==> src/rtl/cpu_pkg.sv <==
// Shared CPU definitions: widths, fetch FSM states, PC select codes.
// Also carries the opcode constants the fetch memory already uses.
package cpu_pkg;

    localparam int PC_W  = 8;
    localparam int IMM_W = 16;
    localparam int JT_W  = 26;

    localparam logic [5:0] ADDI  = 6'b001000;
    localparam logic [5:0] LW    = 6'b100011;
    localparam logic [5:0] SW    = 6'b101011;
    localparam logic [5:0] RTYPE = 6'b000000;

    typedef enum logic [1:0] {
        ST_BOOT,
        ST_RUN,
        ST_HALTED
    } state_e;

    typedef enum logic [1:0] {
        SEL_SEQ,
        SEL_HOLD,
        SEL_BRANCH,
        SEL_JUMP
    } pc_sel_e;

    // branch_pc + 1 + sext(offset), reduced mod 2^PC_W.
    // Zero-extending bpc is fine: only the low PC_W bits survive.
    function automatic logic [PC_W-1:0] branch_tgt(
        input logic [PC_W-1:0]  bpc,
        input logic [IMM_W-1:0] off
    );
        logic [IMM_W-1:0] sum;
        sum = IMM_W'(bpc) + IMM_W'(1) + off;
        return sum[PC_W-1:0];
    endfunction

endpackage

==> src/rtl/pc_sequencer_if.sv <==
// Control/fetch bundle between the PC sequencer and its neighbours.
// master drives redirect/stall controls, slave is the sequencer.
interface pc_sequencer_if
    import cpu_pkg::*;
#(
    parameter int CNT_W = 16
) ();

    logic              stall;
    logic              halt;
    logic              jump;
    logic [JT_W-1:0]   jump_target;
    logic              branch_taken;
    logic [PC_W-1:0]   branch_pc;
    logic [IMM_W-1:0]  branch_offset;

    logic [PC_W-1:0]   pc;
    logic [PC_W-1:0]   pc_plus1;
    logic [PC_W-1:0]   if_pc;
    logic              if_valid;
    logic [CNT_W-1:0]  fetch_count;
    logic              halted;

    modport master (
        output stall, halt, jump, jump_target,
        output branch_taken, branch_pc, branch_offset,
        input  pc, pc_plus1, if_pc, if_valid,
        input  fetch_count, halted
    );

    modport slave (
        input  stall, halt, jump, jump_target,
        input  branch_taken, branch_pc, branch_offset,
        output pc, pc_plus1, if_pc, if_valid,
        output fetch_count, halted
    );

endinterface

==> src/rtl/pc_sequencer_next_pc_calc.sv <==
// Next-PC priority mux: halt > jump > branch > stall > sequential.
// Pure combinational; the sequencer owns all state.
module next_pc_calc
    import cpu_pkg::*;
(
    input  logic [PC_W-1:0]  pc_i,
    input  logic             halt_i,
    input  logic             stall_i,
    input  logic             jump_i,
    input  logic [JT_W-1:0]  jump_target_i,
    input  logic             branch_taken_i,
    input  logic [PC_W-1:0]  branch_pc_i,
    input  logic [IMM_W-1:0] branch_offset_i,
    output logic [PC_W-1:0]  next_pc_o,
    output pc_sel_e          sel_o,
    output logic             redirect_o
);

    // Only the low PC_W bits of a J-type target address the memory.
    logic unused_jt;
    assign unused_jt = ^jump_target_i[JT_W-1:PC_W];

    // Several requests may be active at once; first match wins.
    always_comb begin
        sel_o     = SEL_SEQ;
        next_pc_o = pc_i + PC_W'(1);
        priority case (1'b1)
            halt_i: begin
                sel_o     = SEL_HOLD;
                next_pc_o = pc_i;
            end
            jump_i: begin
                sel_o     = SEL_JUMP;
                next_pc_o = jump_target_i[PC_W-1:0];
            end
            branch_taken_i: begin
                sel_o     = SEL_BRANCH;
                next_pc_o = branch_tgt(branch_pc_i,
                                       branch_offset_i);
            end
            stall_i: begin
                sel_o     = SEL_HOLD;
                next_pc_o = pc_i;
            end
            default: begin
                sel_o     = SEL_SEQ;
                next_pc_o = pc_i + PC_W'(1);
            end
        endcase
    end

    assign redirect_o = (sel_o == SEL_JUMP) ||
                        (sel_o == SEL_BRANCH);

endmodule

==> src/rtl/pc_sequencer.sv <==
// Program counter and fetch sequencing in front of a 1-cycle memory.
// if_pc/if_valid line up with the memory's ins output.
module pc_sequencer
    import cpu_pkg::*;
#(
    parameter int RESET_PC = 0,
    parameter int CNT_W    = 16
) (
    input  logic            clk,
    input  logic            rst,
    pc_sequencer_if.slave   bus
);

    localparam logic [PC_W-1:0] RST_PC = PC_W'(RESET_PC);

    state_e           state_q, state_d;
    logic [PC_W-1:0]  pc_q, pc_d;
    logic [PC_W-1:0]  if_pc_q, if_pc_d;
    logic             if_valid_q, if_valid_d;
    logic [CNT_W-1:0] cnt_q, cnt_d;
    logic             halted_q, halted_d;

    logic [PC_W-1:0]  next_pc;
    pc_sel_e          sel;
    logic             redirect;
    logic             consume;

    next_pc_calc u_next_pc (
        .pc_i            (pc_q),
        .halt_i          (bus.halt),
        .stall_i         (bus.stall),
        .jump_i          (bus.jump),
        .jump_target_i   (bus.jump_target),
        .branch_taken_i  (bus.branch_taken),
        .branch_pc_i     (bus.branch_pc),
        .branch_offset_i (bus.branch_offset),
        .next_pc_o       (next_pc),
        .sel_o           (sel),
        .redirect_o      (redirect)
    );

    // Downstream takes the instruction on any unstalled valid edge.
    assign consume = if_valid_q && !bus.stall;

    // Next-state for the fetch FSM and its tracked fetch slot.
    always_comb begin
        state_d    = state_q;
        pc_d       = pc_q;
        if_pc_d    = if_pc_q;
        if_valid_d = if_valid_q;
        cnt_d      = cnt_q;
        halted_d   = halted_q;
        unique case (state_q)
            ST_HALTED: begin
                if_valid_d = 1'b0;
            end
            default: begin
                if (bus.halt) begin
                    state_d    = ST_HALTED;
                    halted_d   = 1'b1;
                    if_valid_d = 1'b0;
                    cnt_d      = cnt_q + CNT_W'(consume);
                end else begin
                    state_d = ST_RUN;
                    cnt_d   = cnt_q + CNT_W'(consume);
                    if (sel != SEL_HOLD) begin
                        pc_d       = next_pc;
                        if_pc_d    = pc_q;
                        if_valid_d = !redirect;
                    end
                end
            end
        endcase
    end

    // State register; reset wins over everything, even HALTED.
    always_ff @(posedge clk) begin
        if (rst) begin
            state_q    <= ST_BOOT;
            pc_q       <= RST_PC;
            if_pc_q    <= RST_PC;
            if_valid_q <= 1'b0;
            cnt_q      <= '0;
            halted_q   <= 1'b0;
        end else begin
            state_q    <= state_d;
            pc_q       <= pc_d;
            if_pc_q    <= if_pc_d;
            if_valid_q <= if_valid_d;
            cnt_q      <= cnt_d;
            halted_q   <= halted_d;
        end
    end

    assign bus.pc          = pc_q;
    assign bus.pc_plus1    = pc_q + PC_W'(1);
    assign bus.if_pc       = if_pc_q;
    assign bus.if_valid    = if_valid_q;
    assign bus.fetch_count = cnt_q;
    assign bus.halted      = halted_q;

endmodule

==> src/flat_wrapper.sv <==
// flat-port wrapper written by rule: the top's interface ports become plain ports
module pc_sequencer_flat import cpu_pkg::*;
#(
    parameter int RESET_PC = 0,
    parameter int CNT_W    = 16
)
  (clk, rst, bus_stall, bus_halt, bus_jump, bus_jump_target, bus_branch_taken, bus_branch_pc, bus_branch_offset, bus_pc, bus_pc_plus1, bus_if_pc, bus_if_valid, bus_fetch_count, bus_halted);
  pc_sequencer_if #(.CNT_W(CNT_W)) bus_i ();
  input  logic clk;
  input  logic rst;
  input wire logic [$bits(bus_i.stall)-1:0] bus_stall;
  input wire logic [$bits(bus_i.halt)-1:0] bus_halt;
  input wire logic [$bits(bus_i.jump)-1:0] bus_jump;
  input wire logic [$bits(bus_i.jump_target)-1:0] bus_jump_target;
  input wire logic [$bits(bus_i.branch_taken)-1:0] bus_branch_taken;
  input wire logic [$bits(bus_i.branch_pc)-1:0] bus_branch_pc;
  input wire logic [$bits(bus_i.branch_offset)-1:0] bus_branch_offset;
  output wire logic [$bits(bus_i.pc)-1:0] bus_pc;
  output wire logic [$bits(bus_i.pc_plus1)-1:0] bus_pc_plus1;
  output wire logic [$bits(bus_i.if_pc)-1:0] bus_if_pc;
  output wire logic [$bits(bus_i.if_valid)-1:0] bus_if_valid;
  output wire logic [$bits(bus_i.fetch_count)-1:0] bus_fetch_count;
  output wire logic [$bits(bus_i.halted)-1:0] bus_halted;
  assign bus_i.stall = bus_stall;
  assign bus_i.halt = bus_halt;
  assign bus_i.jump = bus_jump;
  assign bus_i.jump_target = bus_jump_target;
  assign bus_i.branch_taken = bus_branch_taken;
  assign bus_i.branch_pc = bus_branch_pc;
  assign bus_i.branch_offset = bus_branch_offset;
  assign bus_pc = bus_i.pc;
  assign bus_pc_plus1 = bus_i.pc_plus1;
  assign bus_if_pc = bus_i.if_pc;
  assign bus_if_valid = bus_i.if_valid;
  assign bus_fetch_count = bus_i.fetch_count;
  assign bus_halted = bus_i.halted;
  pc_sequencer #(.RESET_PC(RESET_PC), .CNT_W(CNT_W)) u_core (.clk(clk), .rst(rst), .bus(bus_i));
endmodule
==> config.mk <==
export PLATFORM = sky130hd
export DESIGN_NAME = pc_sequencer_flat
export DESIGN_NICKNAME = d
export VERILOG_FILES = /design/src/rtl/cpu_pkg.sv /design/src/rtl/pc_sequencer_if.sv /design/src/rtl/pc_sequencer_next_pc_calc.sv /design/src/rtl/pc_sequencer.sv /design/src/flat_wrapper.sv
export SDC_FILE = /design/constraint.sdc
export NUM_CORES = 1
export LEC_CHECK = 0
export ABC_CLOCK_PERIOD_IN_PS = 2500
export CORE_MARGIN = 1
export CORE_UTILIZATION = 43
export CTS_BUF_LIST = sky130_fd_sc_hd__clkbuf_8 sky130_fd_sc_hd__clkbuf_16
export CTS_CLUSTER_DIAMETER = 100
export DETAILED_ROUTE_END_ITERATION = 6
export PLACE_DENSITY = 0.81
export SLEW_MARGIN = 20
export SYNTH_ARGS = -nofsm -noshare
export SYNTH_HDL_FRONTEND = slang
export SYNTH_HIERARCHICAL = 1
export SYNTH_SLANG_ARGS = --single-unit
==> constraint.sdc <==
create_clock -name clk -period 2.5 [get_ports clk]
set_input_delay 0.5 -clock clk [delete_from_list [all_inputs] [get_ports clk]]
set_output_delay 0.5 -clock clk [all_outputs]
set_load 0.005 [all_outputs]
## Word level (Yosys, flattened, before mapping)

Cells that the tools add are included.

- Output and inout bits: 42
- Logic and storage cells: 33
- Register bits after elaboration: 36

- Add/subtract/negate cells: 4
- Equal/unequal tests: 5
- Reduce and logical (&&, ||, !) cells: 8
- Bitwise gates (word level): 2
- Multiplexer cells: 8

Operators with widths:

| operator | number |
|---|---|
| 2-to-1 mux 8 bit | 3 |
| adder 16 x 1 -> 16 bit | 1 |
| adder 8 x 1 -> 8 bit (second input constant) | 2 |
| adder 8 bit | 1 |
| 2-to-1 mux 2 bit | 4 |
| equality test 2 bit (second input constant) | 3 |
| AND reduction 4 bit | 1 |
| inequality test 3 x 1 -> 1 bit (second input constant) | 1 |
| AND reduction 3 bit | 1 |
| OR reduction 3 bit | 1 |
| zero test 1 bit | 2 |
| inequality test 2 x 1 -> 1 bit (second input constant) | 1 |
| NOT 1 bit | 2 |
| AND reduction 2 bit | 1 |
| logical AND 1 bit | 1 |
| logical OR 1 bit | 1 |
| 2-to-1 mux 1 bit | 1 |

## Depth between registers and ports, before layout

Gate-level depths: netlist of run 1.

- Word-level depth: 7
- Depth in mapped cells: 10

## Hierarchy

Netlist of run 1, hierarchy kept.

By module, submodules not included:

| module | seq. area each (sq um) | times used | area an instance (sq um) | cells an instance |
|---|---|---|---|---|
| pc_sequencer | 720.7 | 1 | 1585.3 | 172 |
| next_pc_calc | 0.0 | 1 | 767.0 | 116 |

## Least setup slack after synthesis of run 1

Ideal clock, no wire load.

- Path kind: input to register
- From: input bus_branch_pc[0]
- To: register u_core.pc_q[6], in the netlist u_core/bus.pc[6]
- Arrival: 1921 ps
- Stages on the path: 10
- Slack: 451 ps
- Required time: 2372 ps
- Cell sequence: inv_1 -> ha_1 -> fa_1 -> nand2b_1 -> a21oi_1 -> nor2_1 -> o211ai_1 -> a31oi_1 -> mux2i_1 -> nor2_1

- Longest elaborated chain between the ends: 4

Ends and longest elaborated chain:

| what | line | RTL |
|---|---|---|
| start, declared | flat_wrapper.sv:16 | `input wire logic [$bits(bus_i.branch_pc)-1:0] bus_branch_pc;` |
| adder 8 x 1 -> 8 bit | cpu_pkg.sv:34 | `sum = IMM_W'(bpc) + IMM_W'(1) + off;` |
| adder 8 bit | cpu_pkg.sv:34 |  |
| 2-to-1 mux 8 bit (2 in series) | pc_sequencer_next_pc_calc.sv:27 | `priority case (1'b1)` |
| named net u_core.next_pc[6] | pc_sequencer.sv:23 | `logic [PC_W-1:0] next_pc;` |
| end signal, assigned | pc_sequencer.sv:87 | `pc_q <= pc_d;` |
| end, declared | pc_sequencer.sv:17 | `logic [PC_W-1:0] pc_q, pc_d;` |

The timed path passes the listed nets, and every way through them passes these cells.
A chain may end at the register's enable or synchronous reset.

## Worst setup path after layout of run 1

- From: register u_core.pc_q[1], in the netlist u_core/bus.pc[1]
- To: output bus_pc_plus1[6]

- Longest elaborated chain between the ends: 1

Ends and longest elaborated chain:

| what | line | RTL |
|---|---|---|
| adder 8 x 1 -> 8 bit | pc_sequencer.sv:96 | `assign bus.pc_plus1 = pc_q + PC_W'(1);` |
| end, declared | flat_wrapper.sv:19 | `output wire logic [$bits(bus_i.pc_plus1)-1:0] bus_pc_plus1;` |

No other way between the ends.

==> results of run 1 <==
==> cells by family after synthesis <==
kind of cell             Yosys count  synth area share
AO/OA/AOI/OAI                     57             0.154
XOR/XNOR                          20            0.0745
adder cells (fa/ha/maj)           13            0.0723
buffers and inverters             24            0.0431
flip-flops                        36             0.306
multiplexers                      21            0.0899
AND/OR/NAND/NOR                  117             0.260
==> report_power, final <==
part | switching [W] | internal, W | total [W]
logic | 0.000141 | 0.000160 | 0.000301
registers | 0.0000123 | 0.000584 | 0.000597
clock network | 0.000203 | 0.000191 | 0.000394
==> worst paths after layout <==
check | startpoint | end | slack (ns)
hold / removal | u_core/bus.halted | u_core/bus.halted | 0.48
setup reg to reg | u_core/bus.if_valid | u_core/bus.fetch_count[14] | 0.53
hold reg to reg | u_core/bus.halted | u_core/bus.halted | 0.48
setup / recovery | u_core/bus.pc[1] | bus_pc_plus1[6] | 0.12
==> final cells by class <==
class | count | area (um2) | share of cell area
Timing Repair Buffer | 90 | 856 | 0.256
Multi-Input combinational cell | 228 | 1550 | 0.464
Clock buffer | 5 | 68.8 | 0.0206
Inverter | 12 | 45.0 | 0.0135
Tap cell | 70 | 87.6 | 0.0262
Sequential cell | 36 | 721 | 0.215
Clock inverter | 3 | 16.3 | 0.00486
==> through the flow <==
stage               std cells  setup slack, ns   util  total power (W)
floorplan                 288            0.451      -         0.000773
global placement          437           -0.163  0.628         0.000900
detailed placement        437           -0.194  0.628         0.000905
CTS                       445           0.0970  0.645          0.00129
global route              444           0.0256  0.647          0.00136
finish                    444            0.121  0.647          0.00129
==> worst max-delay path, cell delays in order, from the launching register on <==
cell             delay (ns)
dfxtp_1                0.49
ha_1                   0.27
nand3_1                0.10
xnor2_1                0.18
clkdlybuf4s50_1        0.54
==> flip-flops by register name, summed over array words and instances, names as in the netlist <==
name,count
u_core/bus.fetch_count,16
u_core/bus.if_pc,8
u_core/bus.pc,8
u_core/state_q,2
u_core/bus.halted,1
u_core/bus.if_valid,1
==> cells in the final DEF, fill, tap and decap left out, types with 9 or more instances in the layout <==
cell type and n:
a21oi_1 21, xor2_1 9, clkdlybuf4s50_1 70, nand2_1 18, buf_4 19, inv_1 12, ha_1 11, nor2_1 41
xnor2_1 11, mux2i_1 20, o21ai_0 14, nand3_1 13, dfxtp_1 36
==> layer usage <==
layer,wire (um),track usage,part of all wire,vias to the layer above
li1,-,-,-,1185
met2,2750,0.335,0.45,92
met1,2760,0.288,0.45,1147
met4,68,0.0731,0.011,0
met3,502,0.0518,0.083,6
met5,0,0,0,-
==> impl_results.md, run 1 <==
* Pwr/cell area at 386 mW/mm2
* Clock tree buffer depth at 2
* Cell area after layout at approximately 0.0033 mm2
* Final Hold Viols at 0
* Max cap viols at 0
* Final Slew Violations at 0
* Syn Inst Count at roughly 290
* Drt wl/cell at around 14 um
* Grt ovf at 0
* Sequential area share after synthesis at 0.306
* Critical Path AT at approximately 1.9 ns
* Remaining DRCs at 0
* Die height at approximately 76 um
* Final WL at between 6000 and 7000 um
* Clock latency on the worst-skew pair at ~0.29 ns
* Post-synth top flop: dfxtp_1
* FP Rows at 26
* Worst Hold Depth at 2
* First-pass GRT wire length at between 10000 and 15000 um
* Top cells by area, synth: dfxtp_1, mux2i_1, nor2_1
* Netlist cell types at 52
* Mapped Area at ~0.0024 mm2
* RSZ-0062 raised after global routing: false
* Syn avg cell area at between 8 and 9 um2
* Die X at ~76 um
* H-tree Lvls at 2
* Largest net degree at the start of global routing at 18
* Pin slew with the least headroom to its limit at slightly above 0.6 ns
* Final count of negative-setup-slack endpoints at 0
* I/O pin total at a little under 100
* Critical path class: reg2out
* Vias post-DR at around 2400
* Starting Density at 0.455
* CP max FO at 6
* Leakage at around 1.3 nW
* Clock Skews at between 0.01 and 0.015 ns
* CTS Sinks at 36
* Fmax at between 400 and 500 MHz
* Total Die Area at approximately 0.0058 mm2
* N_diodes at 0
* CTS Hold Bufs at 0
* DRT Pass-1 Iters at 5
* Placed instance area at approximately 0.0032 mm2
* CTS tree: done
* Vias in the first global route at 2229
* Hpwl dp at 4680 um
* Most frequent cell after synthesis: nor2_1
* Resized cells post-CTS at 0
* Worst vdd ir at approximately 0.00023 V
* WP data required at about 2.0 ns
* Yosys warns at 6
* Setup Buffers After CTS at 0
* Setup TNS at 0 ns
* Initial DRC count at 192
* Total GRT Usage at 0.214
* Number of synthesized register bits at 36
* Min Hold Slack at a little under 0.5 ns
* Worst Reg-to-Reg Cells at 7
* Fin crit period at 2.38 ns
* Initial antenna violation count at 0
* Area leader, netlist: dfxtp_1
* Rel. slew slack at 0.586
* Root Driver: clkbuf_8
* Final Cycle Share at 0.952
* Status: finished clean
* Syn nets at 357
* Area Growth Syn to Fin at 42.3%
* Most frequent cells after synthesis: nor2_1, dfxtp_1, a21oi_1
* Core Area at 0.00517 mm2
* Ys async rst share at 0
* Clock transition at path regs at ~0.07 ns
* Post-route antenna net violation count at 0
* Nets at ~440
* CP Capture Type: output port
* FILL cells at about 430
* Routability cong. at between 0.9 and 1
* Top-area cell type share of the netlist area at 0.306
* Worst hold path class: reg2reg
* CP startpoint kind: flop
* PortBufs at 71
* Layout cells sized above 1 at 0.115
* CTS Buf Count at 5
* EDFF count, synth at 0
* Vias/cell at between 5 and 6
Note: power is estimated with default switching activity, not from simulation.
==> run 2, diff against run 1 <==
--- a/config.mk
+++ b/config.mk
@@ -12,7 +12,8 @@
 export CTS_CLUSTER_DIAMETER = 100
 export DETAILED_ROUTE_END_ITERATION = 6
 export PLACE_DENSITY = 0.81
-export SLEW_MARGIN = 20
+export SETUP_SLACK_MARGIN = 0.4
+export SLEW_MARGIN = 30
 export SYNTH_ARGS = -nofsm -noshare
 export SYNTH_HDL_FRONTEND = slang
 export SYNTH_HIERARCHICAL = 1
==> impl_results.md, run 2 (synthesized netlist as in run 1, its figures left out) <==
* Delay-heaviest family, CP: compound AO/OA/AOI/OAI gates (was buffers and inverters)
* Hold Path Sink: u_core/bus.halted (unchanged)
* Final Cycle Share at 0.826 (was 0.952)
* Post-route antenna net violation count at 0 (unchanged)
* FILL cells at 400 (was 427)
* Inst Count DP at 437 (unchanged)
* CTS Buf Count at 5 (unchanged)
* CP Capture Type: flop (was output port)
* Pwr Total at 0.00132 W (was 0.00129 W)
* Leading cell types in the layout, fill and taps excluded: clkdlybuf4s50_1, nor2_1, dfxtp_1 (unchanged)
* Hpwl dp at 4680 um (unchanged)
* FP Rows at 26 (unchanged)
* Final Hold Viols at 0 (unchanged)
* Clock Skews at 0.0104 ns (was 0.0113 ns)
* Nets at 446 (was 442)
* Max cap viols at 0 (unchanged)
* Core Area at 0.00517 mm2 (unchanged)
* Internal at 0.000946 W (was 0.000935 W)
* Min-delay src: u_core/bus.halted (unchanged)
* Largest register FFs at 16 (unchanged)
* Die X at 76.0 um (unchanged)
* Worst vdd ir at 0.000231 V (about the same)
* Flop pwr share at 0.453 (was 0.462)
* Initial DRC count at 175 (was 192)
* Reg2Reg Capture Point: u_core/bus.fetch_count[14] (unchanged)
* Pwr/cell area at 379 mW/mm2 (was 386 mW/mm2)
* Area of the multi-input gates at 0.00164 mm2 (was 0.00155 mm2)
* Combinational Power Share at 0.247 (was 0.233)
* Leakage at 1.39 nW (was 1.30 nW)
* Routability cong. at 0.907 (unchanged)
* CTS Sinks at 36 (unchanged)
* Initial antenna violation count at 0 (unchanged)
* Area Growth Syn to Fin at 47.8% (was 42.3%)
* WP data required at 2.73 ns (was 2.00 ns)
* Status: finished clean (unchanged)
* Cell-by-cell trace of the critical path: dlygate4sd2_1, ha_1, nor2b_1, o31a_1, a21oi_2, a21oi_1, a222oi_1, mux2i_1, nor2_1 (was ha_1, nand3_1, xnor2_1, clkdlybuf4s50_1)
* Largest net degree at the start of global routing at 18 (unchanged)
* Min Hold Slack at 0.488 ns (was 0.484 ns)
* CP peak stage delay at 0.35 ns (was 0.54 ns)
* N_diodes at 0 (unchanged)
* Layout Cells excl Fill at 448 (was 444)
* Critical Path AT at 2.29 ns (was 1.88 ns)
* DRT Pass-1 Iters at 5 (unchanged)
* Clock tree buffer depth at 2 (unchanged)
* First-pass GRT wire length at 10400 um (was 10100 um)
* I/O pin total at 98 (unchanged)
* Switching Fraction at 0.281 (was 0.276)
* Starting Density at 0.455 (unchanged)
* Layout cells sized above 1 at 0.175 (was 0.115)
* Cell area after layout at 0.00348 mm2 (was 0.00335 mm2)
* Vias post-DR at 2468 (was 2430)
* Worst path bufs/invs at 1 (unchanged)
* Pin slew with the least headroom to its limit at 0.641 ns (was 0.618 ns)
* Remaining DRCs at 0 (unchanged)
* CTS tree: done (unchanged)
* Total Die Area at 0.00577 mm2 (unchanged)
* Clock share of power at 0.300 (was 0.305)
* Worst hold path class: reg2reg (unchanged)
* Worst Hold Depth at 2 (unchanged)
* Total area of sequential cells at 734 um2 (was 721 um2)
* Setup TNS at 0 ns (unchanged)
* H-tree Lvls at 2 (unchanged)
* Rel. slew slack at 0.572 (was 0.586)
* Die height at 76.0 um (unchanged)
* Final Slew Violations at 0 (unchanged)
* Final count of negative-setup-slack endpoints at 0 (unchanged)
* R2r setup slk at 0.55 ns (was 0.53 ns)
* Vias/cell at 5.51 (was 5.47)
* Clock transition at path regs at 0.07 ns (about the same)
* Placed instance area at 0.00325 mm2 (unchanged)
* CP startpoint kind: primary input (was flop)
* Fmax at 484 MHz (was 420 MHz)
* Clock latency on the worst-skew pair at 0.29 ns (about the same)
* Sw power at 0.000370 W (was 0.000356 W)
* Grt ovf at 0 (unchanged)
* Leading cell type in the layout, fill and taps excluded: clkdlybuf4s50_1 (unchanged)
* Drt wl/cell at 14.2 um (was 13.7 um)
* Slowest cell on crit path: a222oi_1 (was clkdlybuf4s50_1)
* Root Driver: clkbuf_8 (unchanged)
* Worst Reg-to-Reg Cells at 7 (unchanged)
* Final WL at 6350 um (was 6070 um)
* Worst reg2reg startpoint: u_core/bus.if_valid (unchanged)
* PortBufs at 71 (unchanged)
* Critical path class: in2reg (was reg2out)
* CP max FO at 4 (was 6)
* Total GRT Usage at 0.220 (was 0.214)
* Fin crit period at 2.07 ns (was 2.38 ns)
* Vias in the first global route at 2283 (was 2229)
* RSZ-0062 raised after global routing: true (was false)
-- run 2: layer usage --
metal	routed length [um]	global-route usage	part of all wire
met5	0	0	0
met4	68	0.0769	0.011
met3	437	0.0590	0.069
met2	2920	0.343	0.46
met1	2920	0.294	0.46
-- run 2: how the worst max path moves through the flow --
| stage | cells after the start | to | startpoint |
|---|---|---|---|
| detailed placement | 8 | u_core/bus.fetch_count[14] | bus_stall |
| global route | 9 | u_core/bus.pc[3] | bus_branch_pc[1] |
| floorplan | 10 | u_core/bus.pc[6] | bus_branch_pc[0] |
| finish | 9 | u_core/bus.pc[3] | bus_branch_pc[1] |
| global placement | 8 | u_core/bus.fetch_count[14] | bus_stall |
| CTS | 8 | u_core/bus.fetch_count[14] | bus_stall |
-- run 2: through the flow --
step / worst slack (ns) / util
final: 0.435 / 0.672
after global routing: 0.321 / 0.672
after detailed placement: -0.194 / 0.628
after floorplan: 0.451 / -
after CTS: 0.384 / 0.655
after global placement: -0.163 / 0.628
-- run 2: what timing repair did --
| item | CTS | global route |
|---|---|---|
| buffers inserted | 1 | 2 |
| hold buffers | 0 | 0 |
| pin swaps | 9 | 10 |
| gates resized for setup | 30 | 22 |
| endpoints found under the hold margin | 0 | 0 |
| endpoints found under the setup margin | 15 | 11 |
-- run 2: cell type report --
| type | count | share of cell area |
|---|---|---|
| clock buffers | 5 | 0.0198 |
| repair buffers | 94 | 0.254 |
| well taps | 70 | 0.0252 |
| inverters | 12 | 0.0130 |
| clock inverters | 3 | 0.00468 |
| multi-input cells | 228 | 0.472 |
| flip-flops and latches | 36 | 0.211 |
-- run 2: power groups by stage --
stage	Sequential [W]	Combinational [W]	Clock [W]
floorplan	0.000612	0.000160	0
global placement	0.000609	0.000291	0
detailed placement	0.000610	0.000295	0
CTS	0.000595	0.000305	0.000400
global route	0.000598	0.000354	0.000435
finish	0.000596	0.000325	0.000395
-- run 2: tightest hold or removal path, cell delays in order (launching register included) --
cell     delay (ns)
dfxtp_1        0.34
a21oi_1        0.04
nor2_1         0.07
==> run 3, diff against run 2 <==
--- a/config.mk
+++ b/config.mk
@@ -5,13 +5,13 @@
 export SDC_FILE = /design/constraint.sdc
 export NUM_CORES = 1
 export LEC_CHECK = 0
-export ABC_CLOCK_PERIOD_IN_PS = 2500
+export ABC_CLOCK_PERIOD_IN_PS = 1900
 export CORE_MARGIN = 1
-export CORE_UTILIZATION = 43
+export CORE_UTILIZATION = 39
 export CTS_BUF_LIST = sky130_fd_sc_hd__clkbuf_8 sky130_fd_sc_hd__clkbuf_16
 export CTS_CLUSTER_DIAMETER = 100
 export DETAILED_ROUTE_END_ITERATION = 6
-export PLACE_DENSITY = 0.81
+export PLACE_DENSITY = 0.77
 export SETUP_SLACK_MARGIN = 0.4
 export SLEW_MARGIN = 30
 export SYNTH_ARGS = -nofsm -noshare
==> constraint.sdc (replaced) <==
create_clock -name clk -period 1.9 [get_ports clk]
set_input_delay 0.38 -clock clk [delete_from_list [all_inputs] [get_ports clk]]
set_output_delay 0.38 -clock clk [all_outputs]
set_load 0.005 [all_outputs]
==> impl_results.md, run 3 (synthesized netlist as in run 1, its figures left out) <==
* Status: finished clean (unchanged)
* Clock latency on the worst-skew pair at 0.31 ns (was 0.29 ns)
* Final count of negative-setup-slack endpoints at 0 (unchanged)
* Met2 wire length at 5250 um (was 2920 um)
* Initial antenna violation count at 0 (unchanged)
* Final Hold Viols at 0 (unchanged)
* Min-delay src: u_core/bus.halted (unchanged)
* RSZ-0062 raised after global routing: true (unchanged)
* Combinational Power Share at 0.307 (was 0.247)
* Critical Path AT at 2.06 ns (was 2.29 ns)
* CP max FO at 4 (unchanged)
* Fin crit period at 1.87 ns
* Clock transition at path regs at 0.09 ns (was 0.07 ns)
* Final WL at 10600 um (was 6350 um)
* Leading cell type in the layout, fill and taps excluded: buf_4 (was clkdlybuf4s50_1)
* Pin slew with the least headroom to its limit at 0.357 ns (was 0.641 ns)
* Die X at 79.7 um (was 76.0 um)
* Grt ovf at 0 (unchanged)
* CP Capture Type: flop (unchanged)
* First-pass GRT wire length at 14400 um (was 10400 um)
* Max cap viols at 0 (unchanged)
* CTS Buf Count at 5 (unchanged)
* CTS Hold Bufs at 0 (unchanged)
* Pwr/cell area at 471 mW/mm2 (was 379 mW/mm2)
* Worst Reg-to-Reg Cells at 9 (was 7)
* CP Launch Point: u_core/bus.pc[0] (was bus_branch_pc[1])
* Wl on met1 at 3890 um (was 2920 um)
* Layout Cells excl Fill at 536 (was 448)
* Post-layout util at 0.804 (was 0.672)
* Met3 wire length at 826 um (was 437 um)
* Clock tree buffer depth at 2 (unchanged)
* DR top layer: met4 (unchanged)
* Sw power at 0.000646 W (was 0.000370 W)
* Layout cells sized above 1 at 0.511 (was 0.175)
* Min Hold Slack at 0.498 ns (was 0.488 ns)
* Remaining DRCs at 0 (unchanged)
* Final worst slack at 0.0300 ns (was 0.435 ns)
* Vias in the first global route at 2919 (was 2283)
* Flop pwr share at 0.359 (was 0.453)
* Fmax at 535 MHz
* Post-route antenna net violation count at 0 (unchanged)
* Worst reg2reg startpoint: u_core/bus.pc[0] (was u_core/bus.if_valid)
* CTS tree: done (unchanged)
* Total GRT Usage at 0.299 (was 0.220)
* Critical path class: reg2reg (was in2reg)
* H-tree Lvls at 2 (unchanged)
* R2r setup slk at 0.03 ns (was 0.55 ns)
* Core Area at 0.00568 mm2 (was 0.00517 mm2)
* Routability cong. at 0.897 (was 0.907)
* Total Die Area at 0.00635 mm2 (was 0.00577 mm2)
* FP Rows at 27 (was 26)
* Internal at 0.00150 W (was 0.000946 W)
* Hpwl dp at 5210 um (was 4680 um)
* Pre-CTS setup slack at -0.652 ns (was -0.194 ns)
* I/O pin total at 98 (unchanged)
* Leakage at 2.12 nW (was 1.39 nW)
* Drt wl/cell at 19.7 um (was 14.2 um)
* CTS Sinks at 36 (unchanged)
* Leading cell types in the layout, fill and taps excluded: buf_4, nor2_1, dlygate4sd2_1 (was clkdlybuf4s50_1, nor2_1, dfxtp_1)
* Largest net degree at the start of global routing at 14 (was 18)
* Area Growth Syn to Fin at 93.9% (was 47.8%)
* PortBufs at 71 (unchanged)
* Nets at 532 (was 446)
* DRT Pass-1 Iters at 6 (was 5)
* Rel. slew slack at 0.762 (was 0.572)
* Initial DRC count at 331 (was 175)
* Worst vdd ir at 0.000492 V (was 0.000231 V)
* Vias/cell at 5.83 (was 5.51)
* Switching Fraction at 0.301 (was 0.281)
* CP startpoint kind: flop (was primary input)
* Vias post-DR at 3125 (was 2468)
* Worst hold path class: reg2reg (unchanged)
* Clock Skews at 0.0133 ns (was 0.0104 ns)
* Final Cycle Share at 0.984
* Setup crit end: u_core/bus.pc[1] (was u_core/bus.pc[3])
* Area of the multi-input gates at 0.00194 mm2 (was 0.00164 mm2)
* Reg2Reg Capture Point: u_core/bus.pc[1] (was u_core/bus.fetch_count[14])
* FILL cells at 313 (was 400)
* Root Driver: clkbuf_8 (unchanged)
* WP data required at 2.09 ns (was 2.73 ns)
* Final Slew Violations at 0 (unchanged)
* Clock share of power at 0.334 (was 0.300)
* N_diodes at 0 (unchanged)
* Largest register FFs at 16 (unchanged)
* Total area of sequential cells at 785 um2 (was 734 um2)
* Die height at 79.7 um (was 76.0 um)
* Inst Count DP at 468 (was 437)
* Starting Density at 0.414 (was 0.455)
-- run 3: critical path: stages, from the launching register on --
cell      delay [ns]
dfxtp_4         0.36
buf_6           0.13
ha_4            0.23
and2b_2         0.19
a211oi_2        0.22
a211oi_2        0.06
a21oi_2         0.18
o21ai_2         0.09
mux2i_1         0.22
nor2_1          0.08
-- run 3: layout make-up --
type,count,share of cell area
clock buffers,5,0.0151
repair buffers,180,0.344
clock inverters,3,0.00933
inverters,12,0.0143
well taps,72,0.0197
multi-input cells,228,0.426
flip-flops and latches,36,0.172
-- run 3: repair_timing --
item                       in CTS  in global routing
setup endpoints to repair      70                 38
resized for setup             209                 53
gates cloned                    2                  0
pin swaps                      44                 35
setup buffers                  34                 24
-- run 3: worst min path at each step --
stage	slack [ns]	endpoint	depth (start not counted)
after floorplan	0.46	u_core/bus.halted	2
after global placement	0.47	u_core/bus.halted	2
after detailed placement	0.47	u_core/bus.halted	2
after CTS	0.47	u_core/bus.halted	2
after global routing	0.52	u_core/bus.halted	2
final	0.50	u_core/bus.halted	2
-- run 3: power by group through the flow --
stage                     registers, W  logic [W]  clock network (W)
final                         0.000771   0.000661           0.000719
after floorplan               0.000807   0.000245                  0
after global placement        0.000799   0.000476                  0
after CTS                     0.000772   0.000560           0.000695
after detailed placement      0.000800   0.000484                  0
after global routing          0.000772   0.000691           0.000753
-- run 3: per-stage QoR --
stage	total power [W]	setup TNS, ns	cell area (um2)
final	0.00215	0	4560
after floorplan	0.00105	0	2530
after detailed placement	0.00128	-7.56	3620
after global routing	0.00222	0	4560
after global placement	0.00128	-6.87	3620
after CTS	0.00203	0	4230
-- run 3: routing by layer --
| layer | vias to the layer above | global-route usage |
|---|---|---|
| met2 | 222 | 0.528 |
| met4 | 0 | 0.144 |
| li1 | 1369 | - |
| met3 | 66 | 0.0549 |
| met5 | - | 0 |
| met1 | 1468 | 0.343 |
